### config.mk
export PLATFORM = sky130hd
export DESIGN_NAME = register_file_arbiter
export DESIGN_NICKNAME = d
export VERILOG_FILES = /design/src/rtl/register_file_arbiter_pkg.sv /design/src/rtl/register_file_arbiter_selector.sv /design/src/rtl/register_file_arbiter.sv
export SDC_FILE = /design/constraint.sdc
export NUM_CORES = 1
export LEC_CHECK = 0
export BUFFER_PORTS_ARGS = -buffer_cell sky130_fd_sc_hd__buf_2
export CAP_MARGIN = 10
export CORE_AREA = 2 2 65 67
export DETAILED_ROUTE_END_ITERATION = 10
export DIE_AREA = 0 0 67 69
export MAX_ROUTING_LAYER = met4
export PLACE_DENSITY = 0.84
export SYNTH_ARGS = -nofsm -noshare
export SYNTH_HDL_FRONTEND = slang
export SYNTH_HIERARCHICAL = 1
export SYNTH_SLANG_ARGS = --single-unit
### constraint.sdc
create_clock -name clk -period 5 [get_ports clk]
set_clock_uncertainty 0.1 [all_clocks]
set_input_delay 0 -clock clk [delete_from_list [all_inputs] [get_ports clk]]
set_output_delay 0 -clock clk [all_outputs]
set_load 0.05 [all_outputs]
### src/rtl/register_file_arbiter_pkg.sv
// register_file_arbiter_pkg: FSM states, requester ids and helpers shared by the arbiter files.
package register_file_arbiter_pkg;

    typedef enum logic [1:0] {IDLE, ISSUE, READ_WAIT} state_e;

    localparam logic SYSTEM_CONTROLLER = 1'b0;
    localparam logic DEBUG_HOST        = 1'b1;

    function automatic int address_width(input int depth);
        return (depth > 1) ? $clog2(depth) : 1;
    endfunction

    function automatic logic [1:0] requester_mask(input logic idx);
        return (idx == DEBUG_HOST) ? 2'b10 : 2'b01;
    endfunction

endpackage

### src/rtl/register_file_arbiter_selector.sv
// round_robin_selector_2: picks the sole requester, or on a tie the one not granted last.
module round_robin_selector_2
    import register_file_arbiter_pkg::*;
(
    input  logic [1:0] request_i,
    input  logic       last_granted_i,
    output logic       winner_o,
    output logic       any_request_o
);

    assign any_request_o = |request_i;
    assign winner_o      = (request_i == 2'b11) ? ~last_granted_i
                         : (request_i[DEBUG_HOST] ? DEBUG_HOST : SYSTEM_CONTROLLER);

endmodule

### src/rtl/register_file_arbiter.sv
// register_file_arbiter: round-robin sharing of the register-file port between two requesters,
// one command per grant, read data routed back to the issuer, reads abandoned after a timeout.
module register_file_arbiter
    import register_file_arbiter_pkg::*;
#(
    parameter int DATA_WIDTH          = 8,
    parameter int REGISTER_FILE_DEPTH = 16,
    parameter int READ_TIMEOUT_CYCLES = 7,
    localparam int ADDRESS_WIDTH      = address_width(REGISTER_FILE_DEPTH)
) (
    input  logic                       clk,
    input  logic                       reset,
    input  logic [1:0]                 request,
    input  logic [1:0]                 request_write,
    input  logic [2*ADDRESS_WIDTH-1:0] request_address,
    input  logic [2*DATA_WIDTH-1:0]    request_write_data,
    output logic [1:0]                 grant,
    output logic [1:0]                 read_data_valid,
    output logic [DATA_WIDTH-1:0]      read_data,
    output logic [1:0]                 read_timeout,
    output logic [ADDRESS_WIDTH-1:0]   register_file_address,
    output logic                       register_file_write_enable,
    output logic [DATA_WIDTH-1:0]      register_file_write_data,
    output logic                       register_file_read_enable,
    input  logic                       register_file_read_data_valid,
    input  logic [DATA_WIDTH-1:0]      register_file_read_data
);

    state_e                   state_q, state_d;
    logic                     last_q, last_d;
    logic                     winner_q, winner_d;
    logic                     write_q, write_d;
    logic [ADDRESS_WIDTH-1:0] addr_q, addr_d;
    logic [DATA_WIDTH-1:0]    wdata_q, wdata_d;
    logic [DATA_WIDTH-1:0]    rdata_q, rdata_d;
    logic [7:0]               cnt_q, cnt_d;
    logic [1:0]               rdv_q, rdv_d;
    logic [1:0]               to_q, to_d;
    logic                     sel_winner;
    logic                     any_request;

    round_robin_selector_2 u_selector (
        .request_i      (request),
        .last_granted_i (last_q),
        .winner_o       (sel_winner),
        .any_request_o  (any_request)
    );

    always_comb begin
        state_d  = state_q;
        last_d   = last_q;
        winner_d = winner_q;
        write_d  = write_q;
        addr_d   = addr_q;
        wdata_d  = wdata_q;
        rdata_d  = rdata_q;
        cnt_d    = cnt_q;
        rdv_d    = 2'b00;
        to_d     = 2'b00;
        case (state_q)
            IDLE: if (any_request) begin
                state_d  = ISSUE;
                last_d   = sel_winner;
                winner_d = sel_winner;
                write_d  = request_write[sel_winner];
                addr_d   = sel_winner ? request_address[2*ADDRESS_WIDTH-1:ADDRESS_WIDTH]
                                      : request_address[ADDRESS_WIDTH-1:0];
                wdata_d  = sel_winner ? request_write_data[2*DATA_WIDTH-1:DATA_WIDTH]
                                      : request_write_data[DATA_WIDTH-1:0];
            end
            ISSUE: begin
                state_d = write_q ? IDLE : READ_WAIT;
                cnt_d   = 8'd0;
            end
            READ_WAIT: begin
                // valid takes priority over a timeout landing in the same cycle
                if (register_file_read_data_valid) begin
                    rdata_d = register_file_read_data;
                    rdv_d   = requester_mask(winner_q);
                    state_d = IDLE;
                end else if (cnt_q == 8'(READ_TIMEOUT_CYCLES)) begin
                    to_d    = requester_mask(winner_q);
                    state_d = IDLE;
                end else begin
                    cnt_d   = (cnt_q == 8'hFF) ? cnt_q : cnt_q + 8'd1;
                end
            end
            default: state_d = IDLE;
        endcase
    end

    always_ff @(posedge clk or posedge reset) begin
        if (reset) begin
            state_q  <= IDLE;
            last_q   <= DEBUG_HOST;
            winner_q <= SYSTEM_CONTROLLER;
            write_q  <= 1'b0;
            addr_q   <= '0;
            wdata_q  <= '0;
            rdata_q  <= '0;
            cnt_q    <= 8'd0;
            rdv_q    <= 2'b00;
            to_q     <= 2'b00;
        end else begin
            state_q  <= state_d;
            last_q   <= last_d;
            winner_q <= winner_d;
            write_q  <= write_d;
            addr_q   <= addr_d;
            wdata_q  <= wdata_d;
            rdata_q  <= rdata_d;
            cnt_q    <= cnt_d;
            rdv_q    <= rdv_d;
            to_q     <= to_d;
        end
    end

    assign grant                      = (state_q == ISSUE) ? requester_mask(winner_q) : 2'b00;
    assign register_file_write_enable = (state_q == ISSUE) && write_q;
    assign register_file_read_enable  = (state_q == ISSUE) && !write_q;
    assign register_file_address      = addr_q;
    assign register_file_write_data   = wdata_q;
    assign read_data                  = rdata_q;
    assign read_data_valid            = rdv_q;
    assign read_timeout               = to_q;

endmodule

==> results of run 1 <==
[repair_timing]
| action | in CTS | in global routing |
|---|---|---|
| hold endpoints to repair | 57 | 0 |
| hold buffers | 35 | 0 |
| setup buffers | 0 | 0 |
[worst reg2reg max path, delay by kind of cell, from the launching register on]
family	cells	cell delay, ns
buf+inv	1	0.58
flops	1	0.39
compound gates	2	0.83
mux	1	0.28
[stage by stage]
step	cells	power, uW	utilization
6_report	325	1520	0.668
3_5_place_dp	282	1200	0.550
3_3_place_gp	282	1180	0.550
5_1_grt	325	1600	0.668
4_1_cts	325	1490	0.668
2_1_floorplan	174	1030	-
[cell type report]
cell class	count	area (um2)
fill	272	1300
sequential	37	927
multi-input combinational	122	802
timing repair buffer	102	688
clock buffer	5	68.8
tap	50	62.6
clock inverter	3	43.8
inverter	6	22.5
[power groups by stage]
stage,registers (uW),logic [uW],clock network (uW)
after floorplan,752,281,0
after global placement,484,696,0
after detailed placement,487,713,0
after CTS,485,747,262
after global routing,507,810,278
final,493,764,261
[sequential cells by signal, summed over array words and instances, names as in the netlist]
name / cells
read_timeout: 2
last_q: 1
state_q: 2
read_data_valid: 2
read_data: 8
cnt_q: 8
winner_q: 1
write_q: 1
register_file_write_data: 8
register_file_address: 4
[layer usage]
metal | wire [um] | global-route usage | vias up
li1 | - | - | 822
met1 | 1950 | 0.306 | 853
met2 | 2580 | 0.376 | 85
met3 | 362 | 0.0701 | 21
met4 | 188 | 0.120 | 0
met5 | 0 | - | -
[path summary, 6_finish.rpt]
kind | start | to | cells past startpoint
min reg2reg | winner_q | read_timeout[0] | 1
max | last_q | register_file_write_data[1] | 4
min in group asynchronous | reset | register_file_write_data[5] | 4
max reg2reg | last_q | register_file_write_data[1] | 4
max in group asynchronous | reset | last_q | 4
min | register_file_read_data_valid | cnt_q[4] | 3
[cell families (layout without fill, tap and decap cells)]
group / count (synthesis) / count (layout) / synth area share
flops: 37 / 37 / 0.519
buf+inv: 15 / 116 / 0.0336
compound gates: 36 / 36 / 0.126
simple gates: 63 / 63 / 0.185
fa+ha+maj: 1 / 1 / 0.00701
mux: 22 / 22 / 0.129
[placed cells by master, fill, tap and decap left out, types with 3 or more instances in the layout]
master	instances
dlygate4sd3_1	35
nand3_1	4
o211ai_1	3
nor4_1	3
nor2_1	22
mux2_2	8
or4_1	3
clkbuf_8	5
mux2i_1	14
buf_2	66
a21oi_1	15
inv_1	6
dfrtp_1	36
nand2_1	14
o21ai_0	4
==> metrics.yaml, run 1 <==
status: "finished, final reports clean"
grt_setup_unrepaired: "no"
worst_slack_ns: 2.65
power_switching_uw: 755
ys_seq_area_frac: 0.519
clk_latency_ns: 0.29
synth_edf_count: 0
ctsResizeCount: 0
crit_chain: "a21boi_2 -> mux2i_1 -> dlygate4sd3_1 -> a21oi_1"
grt_usage: 0.250
place_hpwl_um: 2900
cts_root_buf: "clkbuf_8"
drv_cap: 0
combPwrFrac: 0.503
ys_warn_count: 6
setup_viol: 0
critPathBufInv: 1
cp_max_fo: 14
fp.dieW_um: 67
synthTopCellsByArea: "dfrtp_1 (50%), mux2i_1 (7.8%), mux2_2 (5.0%)"
seq_power_share: 0.325
p_int_uw: 763
dieArea_um2: 4620
pin_count: 67
cts_buffers: 5
critical_path_required_ns: 5.01
crit_family: "compound AO/OA/AOI/OAI gates"
startpoint_type: "flop"
slowest_stage: "a21boi_2"
async_flop_share: 1.00
netlist_area_um2: 1790
gp_congestion: 0.926
portBuffers: 66
grt_pass1_vias: 1843
cts_tree: "done"
syn_nets: 214
synthTopCellsByCount: "dfrtp_1 (36), nor2_1 (22), a21oi_1 (15)"
drive_gt1_frac: 0.324
post_dp_cell_area_um2: 2150
clk_pin_slew_ns: 0.08
fmax_ghz: 0.425
clock_sinks: 37
core_area_um2: 3910
r2r_setup_slack_ns: 2.65
detail_route.wl_per_cell_um: 15.6
routed_wl_um: 5080
syn_to_final_growth_pct: 46.5
finalCritPeriodShare: 0.471
diodes: 0
dieHeight_um: 69
ant_nets: 0
cp.arrival_ns: 2.37
peakVddDrop_mv: 0.431
drtPass1Iterations: 4
yosysTopAreaCellShare: 0.505
synth-main-ff-cell: "dfrtp_1"
cellPowerDensity_nw_per_um2: 580
fin_area_um2: 2620
slowest_delay_ns: 0.74
fin_crit_ns: 2.35
avgViaCountPerCell: 5.48
grt_max_degree: 38
clockBufferDepth: 2
synthCells: 174
row_count: 23
avgSynthCellArea_um2: 10.3
slew_headroom: 0.347
synth-seq-cells: 37
timing.hold.ws_ns: 0.0481
cp-end-kind: "flop"
power_frac_clock: 0.172
synth_cell_types: 41
yosys.area.top_type: "dfrtp_1"
antenna_found_initial: 0
switching_share: 0.497
tightest_slew_ns: 0.974
hold_viol_final: 0
place_ws_ns: 3.05
drc_errors: 0
first_iter_violations: 68
hold_path.class: "in -> reg"
gr-total-overflow: 0
vias: 1781
layout.nets: 314
yosysMostFrequentCell: "dfrtp_1"
initial_core_util: 0.456
h-tree-depth: 2
path_class: "reg -> reg"
grt_pass1_wl_um: 8570
p_leak_uw: 0.00122
slew_violations: 0
fin_setup_tns_ns: 0
(Power assumes the default switching activity.)
==> run 2, diff against run 1 <==
--- a/config.mk
+++ b/config.mk
@@ -7,11 +7,11 @@
 export LEC_CHECK = 0
 export BUFFER_PORTS_ARGS = -buffer_cell sky130_fd_sc_hd__buf_2
 export CAP_MARGIN = 10
-export CORE_AREA = 2 2 65 67
+export CORE_AREA = 2 2 67 69
 export DETAILED_ROUTE_END_ITERATION = 10
-export DIE_AREA = 0 0 67 69
+export DIE_AREA = 0 0 69 71
 export MAX_ROUTING_LAYER = met4
-export PLACE_DENSITY = 0.84
+export PLACE_DENSITY = 0.83
 export SYNTH_ARGS = -nofsm -noshare
 export SYNTH_HDL_FRONTEND = slang
 export SYNTH_HIERARCHICAL = 1
==> constraint.sdc (replaced) <==
create_clock -name clk -period 2 [get_ports clk]
set_clock_uncertainty 0.1 [all_clocks]
set_input_delay 0 -clock clk [delete_from_list [all_inputs] [get_ports clk]]
set_output_delay 0 -clock clk [all_outputs]
set_load 0.05 [all_outputs]
==> metrics.yaml, run 2 (synthesis gave the netlist of run 1 again) <==
clock_sinks: 37  # unchanged
avgViaCountPerCell: 5.37  # -2.0%
hold_viol_final: 0  # unchanged
clockBufferDepth: 2  # unchanged
layout_common_cells: "buf_2 (66), dfrtp_1 (36), dlygate4sd3_1 (36)"
antenna_found_initial: 0  # unchanged
hold_path.class: "in -> reg"
combPwrFrac: 0.525  # +0.022
fmax_ghz: 0.520
routed_wl_um: 5150  # +1.4%
final_util: 0.644  # -0.0241
setup_viol: 0  # unchanged
drtPass1Iterations: 4  # unchanged
seq_power_share: 0.306  # -0.019
cp-end-kind: "flop"
diodes: 0  # unchanged
ant_nets: 0  # unchanged
cp.arrival_ns: 2.00  # -0.37 ns
h-tree-depth: 2  # unchanged
slew_violations: 0  # unchanged
initial_core_util: 0.425  # -0.0315
syn_to_final_growth_pct: 51.6
vias: 1804  # +1.3%
slew_headroom: 0.689  # +0.342
clk_latency_ns: 0.29  # about the same
cts_root_buf: "clkbuf_8"
p_leak_uw: 0.00128  # +5.4%
tightest_slew_ns: 0.467  # -0.507 ns
cts_tree: "done"
crit_path_start: "request[0]"
clk_pin_slew_ns: 0.08  # about the same
r2r_setup_slack_ns: 0.09  # -2.56 ns
reg2reg_from: "cnt_q[5]"
place_hpwl_um: 2970  # +2.6%
cellPowerDensity_nw_per_um2: 1420  # +140%
dieArea_um2: 4900  # +6.0%
p_int_uw: 1970  # +160%
switching_share: 0.488  # -0.00903
pin_count: 67  # unchanged
peakVddDrop_mv: 0.973  # +130%
status: "finished, final reports clean"
cts_buffers: 5  # unchanged
finalCritPeriodShare: 0.961
power_frac_clock: 0.169  # -0.003
critical_path_required_ns: 2.08  # -2.93 ns
postCtsSetupBuffers: 0  # unchanged
fp.dieW_um: 69  # +3.0%
cp_max_fo: 11  # -3
core_area_um2: 4200  # +7.4%
fin_setup_tns_ns: 0  # unchanged
layout.nets: 323  # +2.9%
grt_pass1_vias: 1829  # -0.76%
ff2ff_path_depth: 4  # unchanged
portBuffers: 66  # unchanged
crit_end: "register_file_write_data[0]"
grt_max_degree: 38  # unchanged
grt_pass1_wl_um: 8560  # -0.15%
startpoint_type: "primary input"
fin_crit_ns: 1.92
gr-total-overflow: 0  # unchanged
drc_errors: 0  # unchanged
drive_gt1_frac: 0.338  # +0.0144
first_iter_violations: 166  # +140%
grt_usage: 0.224  # -0.0257
mostFrequentLayoutCell: "buf_2"
gp_congestion: 0.858  # -7.3%
dieHeight_um: 71  # +2.9%
power_switching_uw: 1880  # +150%
drv_cap: 0  # unchanged
timing.rr.end: "cnt_q[1]"
detail_route.wl_per_cell_um: 15.3  # -1.9%
path_class: "in -> reg"
row_count: 24  # +4.3%
[run 2: power groups by stage]
stage          Combinational, uW  Clock, uW  Sequential, uW
2_1_floorplan                703          0            1880
3_3_place_gp                1860          0            1160
3_5_place_dp                1900          0            1170
4_1_cts                     1980        656            1160
5_1_grt                     2140        698            1210
6_report                    2020        649            1180
[run 2: critical path, stage by stage]
cell and delay (ns):
dlygate4sd3_1 0.53, buf_2 0.15, a21boi_4 0.23, buf_8 0.20, mux2i_1 0.22, dlygate4sd3_1 0.59
a21oi_1 0.07
[run 2: worst min-delay path by stage]
| stage | startpoint | endpoint | slack (ns) | cells past startpoint |
|---|---|---|---|---|
| detailed placement | reset | read_data[2] | 0.03 | 3 |
| global placement | reset | read_data[2] | 0.03 | 3 |
| global route | register_file_read_data_valid | cnt_q[2] | 0.07 | 3 |
| floorplan | register_file_read_data[0] | read_data[0] | 0.05 | 1 |
| CTS | register_file_read_data_valid | cnt_q[4] | 0.05 | 3 |
| finish | register_file_read_data_valid | cnt_q[2] | 0.06 | 3 |
[run 2: what timing repair did]
action,CTS,global route
resized for setup,0,4
setup endpoints to repair,0,11
endpoints found under the hold margin,59,0
hold buffers,36,0
[run 2: cell type report]
cell class                 instances  area [um2]
clock buffer                       6        72.6
clock inverter                     2        38.8
tap                               52        65.1
inverter                           6        22.5
fill                             308        1500
multi-input combinational        122         816
timing repair buffer             111         766
sequential                        37         927
[run 2: stage by stage]
stage / cells / total power [uW] / setup WS, ns / hold WS [ns] / area [um2]
after floorplan: 174 / 2580 / 0.251 / 0.0506 / 1790
after global placement: 292 / 3010 / 0.215 / 0.0279 / 2210
after detailed placement: 292 / 3070 / 0.160 / 0.0314 / 2210
after CTS: 336 / 3800 / 0.0447 / 0.0454 / 2690
after global routing: 336 / 4040 / -0.0000810 / 0.0704 / 2710
final: 336 / 3840 / 0.0781 / 0.0555 / 2710
[run 2: metal layers]
layer	vias to the layer above	routed length (um)	global-route usage
met4	0	114	0.0675
met1	857	1970	0.248
li1	839	-	-
met3	17	356	0.0556
met5	-	0	-
met2	91	2700	0.400
==> run 3, diff against run 2 <==
--- a/config.mk
+++ b/config.mk
@@ -7,11 +7,11 @@
 export LEC_CHECK = 0
 export BUFFER_PORTS_ARGS = -buffer_cell sky130_fd_sc_hd__buf_2
 export CAP_MARGIN = 10
-export CORE_AREA = 2 2 67 69
+export CORE_AREA = 2 2 65 67
 export DETAILED_ROUTE_END_ITERATION = 10
-export DIE_AREA = 0 0 69 71
+export DIE_AREA = 0 0 67 69
 export MAX_ROUTING_LAYER = met4
-export PLACE_DENSITY = 0.83
+export PLACE_DENSITY = 0.84
 export SYNTH_ARGS = -nofsm -noshare
 export SYNTH_HDL_FRONTEND = slang
 export SYNTH_HIERARCHICAL = 1
==> constraint.sdc (replaced) <==
create_clock -name clk -period 1.96 [get_ports clk]
set_clock_uncertainty 0.1 [all_clocks]
set_input_delay 0 -clock clk [delete_from_list [all_inputs] [get_ports clk]]
set_output_delay 0 -clock clk [all_outputs]
set_load 0.05 [all_outputs]
==> metrics.yaml, run 3 (synthesis gave the netlist of run 1 again) <==
status: "finished, final reports clean"
grt_usage: 0.260  # +0.0361
cts_tree: "done"
diodes: 0  # unchanged
worstHoldEndpoint: "cnt_q[4]"
clock_sinks: 37  # unchanged
cp-end-kind: "flop"
cp_max_fo: 10  # -1
grt_pass1_wl_um: 9000  # +5.2%
tightest_slew_ns: 0.465  # -0.00188 ns
detail_route.wl_per_cell_um: 17.3  # +13%
hold_viol_final: 0  # unchanged
dieHeight_um: 69  # -2.8%
setup_viol: 0  # unchanged
fillCellCount: 265  # -14%
finalCritPeriodShare: 0.962
cts_buffers: 5  # unchanged
first_iter_violations: 111  # -33%
path_class: "reg -> reg"
peakVddDrop_mv: 1.02  # +4.6%
hold_path_depth: 3  # unchanged
routed_wl_um: 5870  # +14%
min_from: "register_file_read_data_valid"
ant_nets: 0  # unchanged
fp.dieW_um: 67  # -2.9%
timing.rr.end: "cnt_q[6]"
critical_path_required_ns: 2.03  # -0.05 ns
dieArea_um2: 4620  # -5.6%
grt_pass1_vias: 1882  # +2.9%
layout_common_cells: "buf_2 (66), dfrtp_1 (36), dlygate4sd3_1 (36)"
fmax_ghz: 0.531
multi_input_area_um2: 816  # unchanged
antenna_found_initial: 0  # unchanged
final-seq-area_um2: 927  # unchanged
final_util: 0.694  # +0.0503
gr-total-overflow: 0  # unchanged
place_hpwl_um: 2980  # +0.18%
cellPowerDensity_nw_per_um2: 1430  # +0.95%
vias: 1900  # +5.3%
p_leak_uw: 0.00130  # +0.95%
layout.nets: 328  # +1.5%
cts_root_buf: "clkbuf_8"
avgViaCountPerCell: 5.60  # +4.4%
r2r_setup_slack_ns: 0.08  # about the same
cp.arrival_ns: 1.95  # -0.05 ns
core_area_um2: 3910  # -6.9%
portBuffers: 66  # unchanged
initial_core_util: 0.456  # +0.0315
drc_errors: 0  # unchanged
startpoint_type: "flop"
pin_count: 67  # unchanged
clk_pin_slew_ns: 0.07  # about the same
slew_violations: 0  # unchanged
mostFrequentLayoutCell: "buf_2"
h-tree-depth: 2  # unchanged
drv_cap: 0  # unchanged
ff2ff_path_depth: 4  # unchanged
clockBufferDepth: 2  # unchanged
fin_crit_ns: 1.88
drive_gt1_frac: 0.353  # +0.0149
row_count: 23  # -4.2%
gp_congestion: 0.831  # -3.1%
drtPass1Iterations: 5  # +1
slew_headroom: 0.690  # +0.00125
reg2reg_from: "cnt_q[5]"
timing.hold.ws_ns: 0.0371  # -0.0183 ns
syn_to_final_growth_pct: 52.2
hold_path.class: "in -> reg"
grt_max_degree: 38  # unchanged
crit_path_start: "cnt_q[5]"
clk_latency_ns: 0.29  # about the same
run 3: cell count changes in the layout (fill, tap and decap cells not counted):
cell	previous run	this run
buf_4	8	13
clkinv_2	0	2
bufinv_16	1	0
clkbuf_1	1	0
clkinv_4	1	0
clkinvlp_4	0	1
run 3: critical path: stages, from the launching register on:
cell,delay [ns]
dfrtp_1,0.43
or4_4,0.55
nor3_4,0.36
o32a_1,0.25
o21ai_1,0.07
run 3: metrics by stage:
step	worst slack, ns	total power, uW	TNS (ns)	std cells	area (um2)
after floorplan	0.211	2640	0	174	1790
after global placement	0.166	3080	0	291	2220
after detailed placement	0.116	3130	0	291	2220
after CTS	0.0350	3720	0	335	2670
after global routing	-0.00564	4050	-0.00564	339	2720
final	0.0753	3890	0	339	2720
run 3: per-layer routing:
metal,global-route usage,share of wire,up-vias
li1,-,-,853
met1,0.356,0.41,917
met2,0.403,0.50,118
met3,0.0506,0.078,12
met4,0.0567,0.017,0
met5,-,0,-
run 3: power breakdown:
group | total, uW | internal (uW) | switching, uW
Sequential | 1220 | 1040 | 184
Combinational | 2150 | 588 | 1560
Clock | 521 | 245 | 276
run 3: final cells by class:
cell class / instances / share of cell area
sequential: 37 / 0.341
inverter: 6 / 0.00829
clock inverter: 3 / 0.00645
tap: 50 / 0.0230
multi-input combinational: 122 / 0.300
timing repair buffer: 116 / 0.296
clock buffer: 5 / 0.0253
run 3: worst max-delay path by stage:
stage | to | slack (ns) | cells past startpoint
2_1_floorplan | cnt_q[1] | 0.21 | 4
3_3_place_gp | cnt_q[1] | 0.17 | 4
3_5_place_dp | cnt_q[1] | 0.12 | 4
4_1_cts | register_file_write_data[1] | 0.03 | 5
5_1_grt | register_file_address[0] | -0.006 | 5
6_report | cnt_q[6] | 0.08 | 4
run 3: timing repair:
| item | in CTS | in global routing |
|---|---|---|
| gates resized for setup | 0 | 4 |
| hold buffers | 36 | 0 |
| setup buffers | 0 | 4 |
| endpoints found under the hold margin | 58 | 0 |
| endpoints found under the setup margin | 0 | 5 |
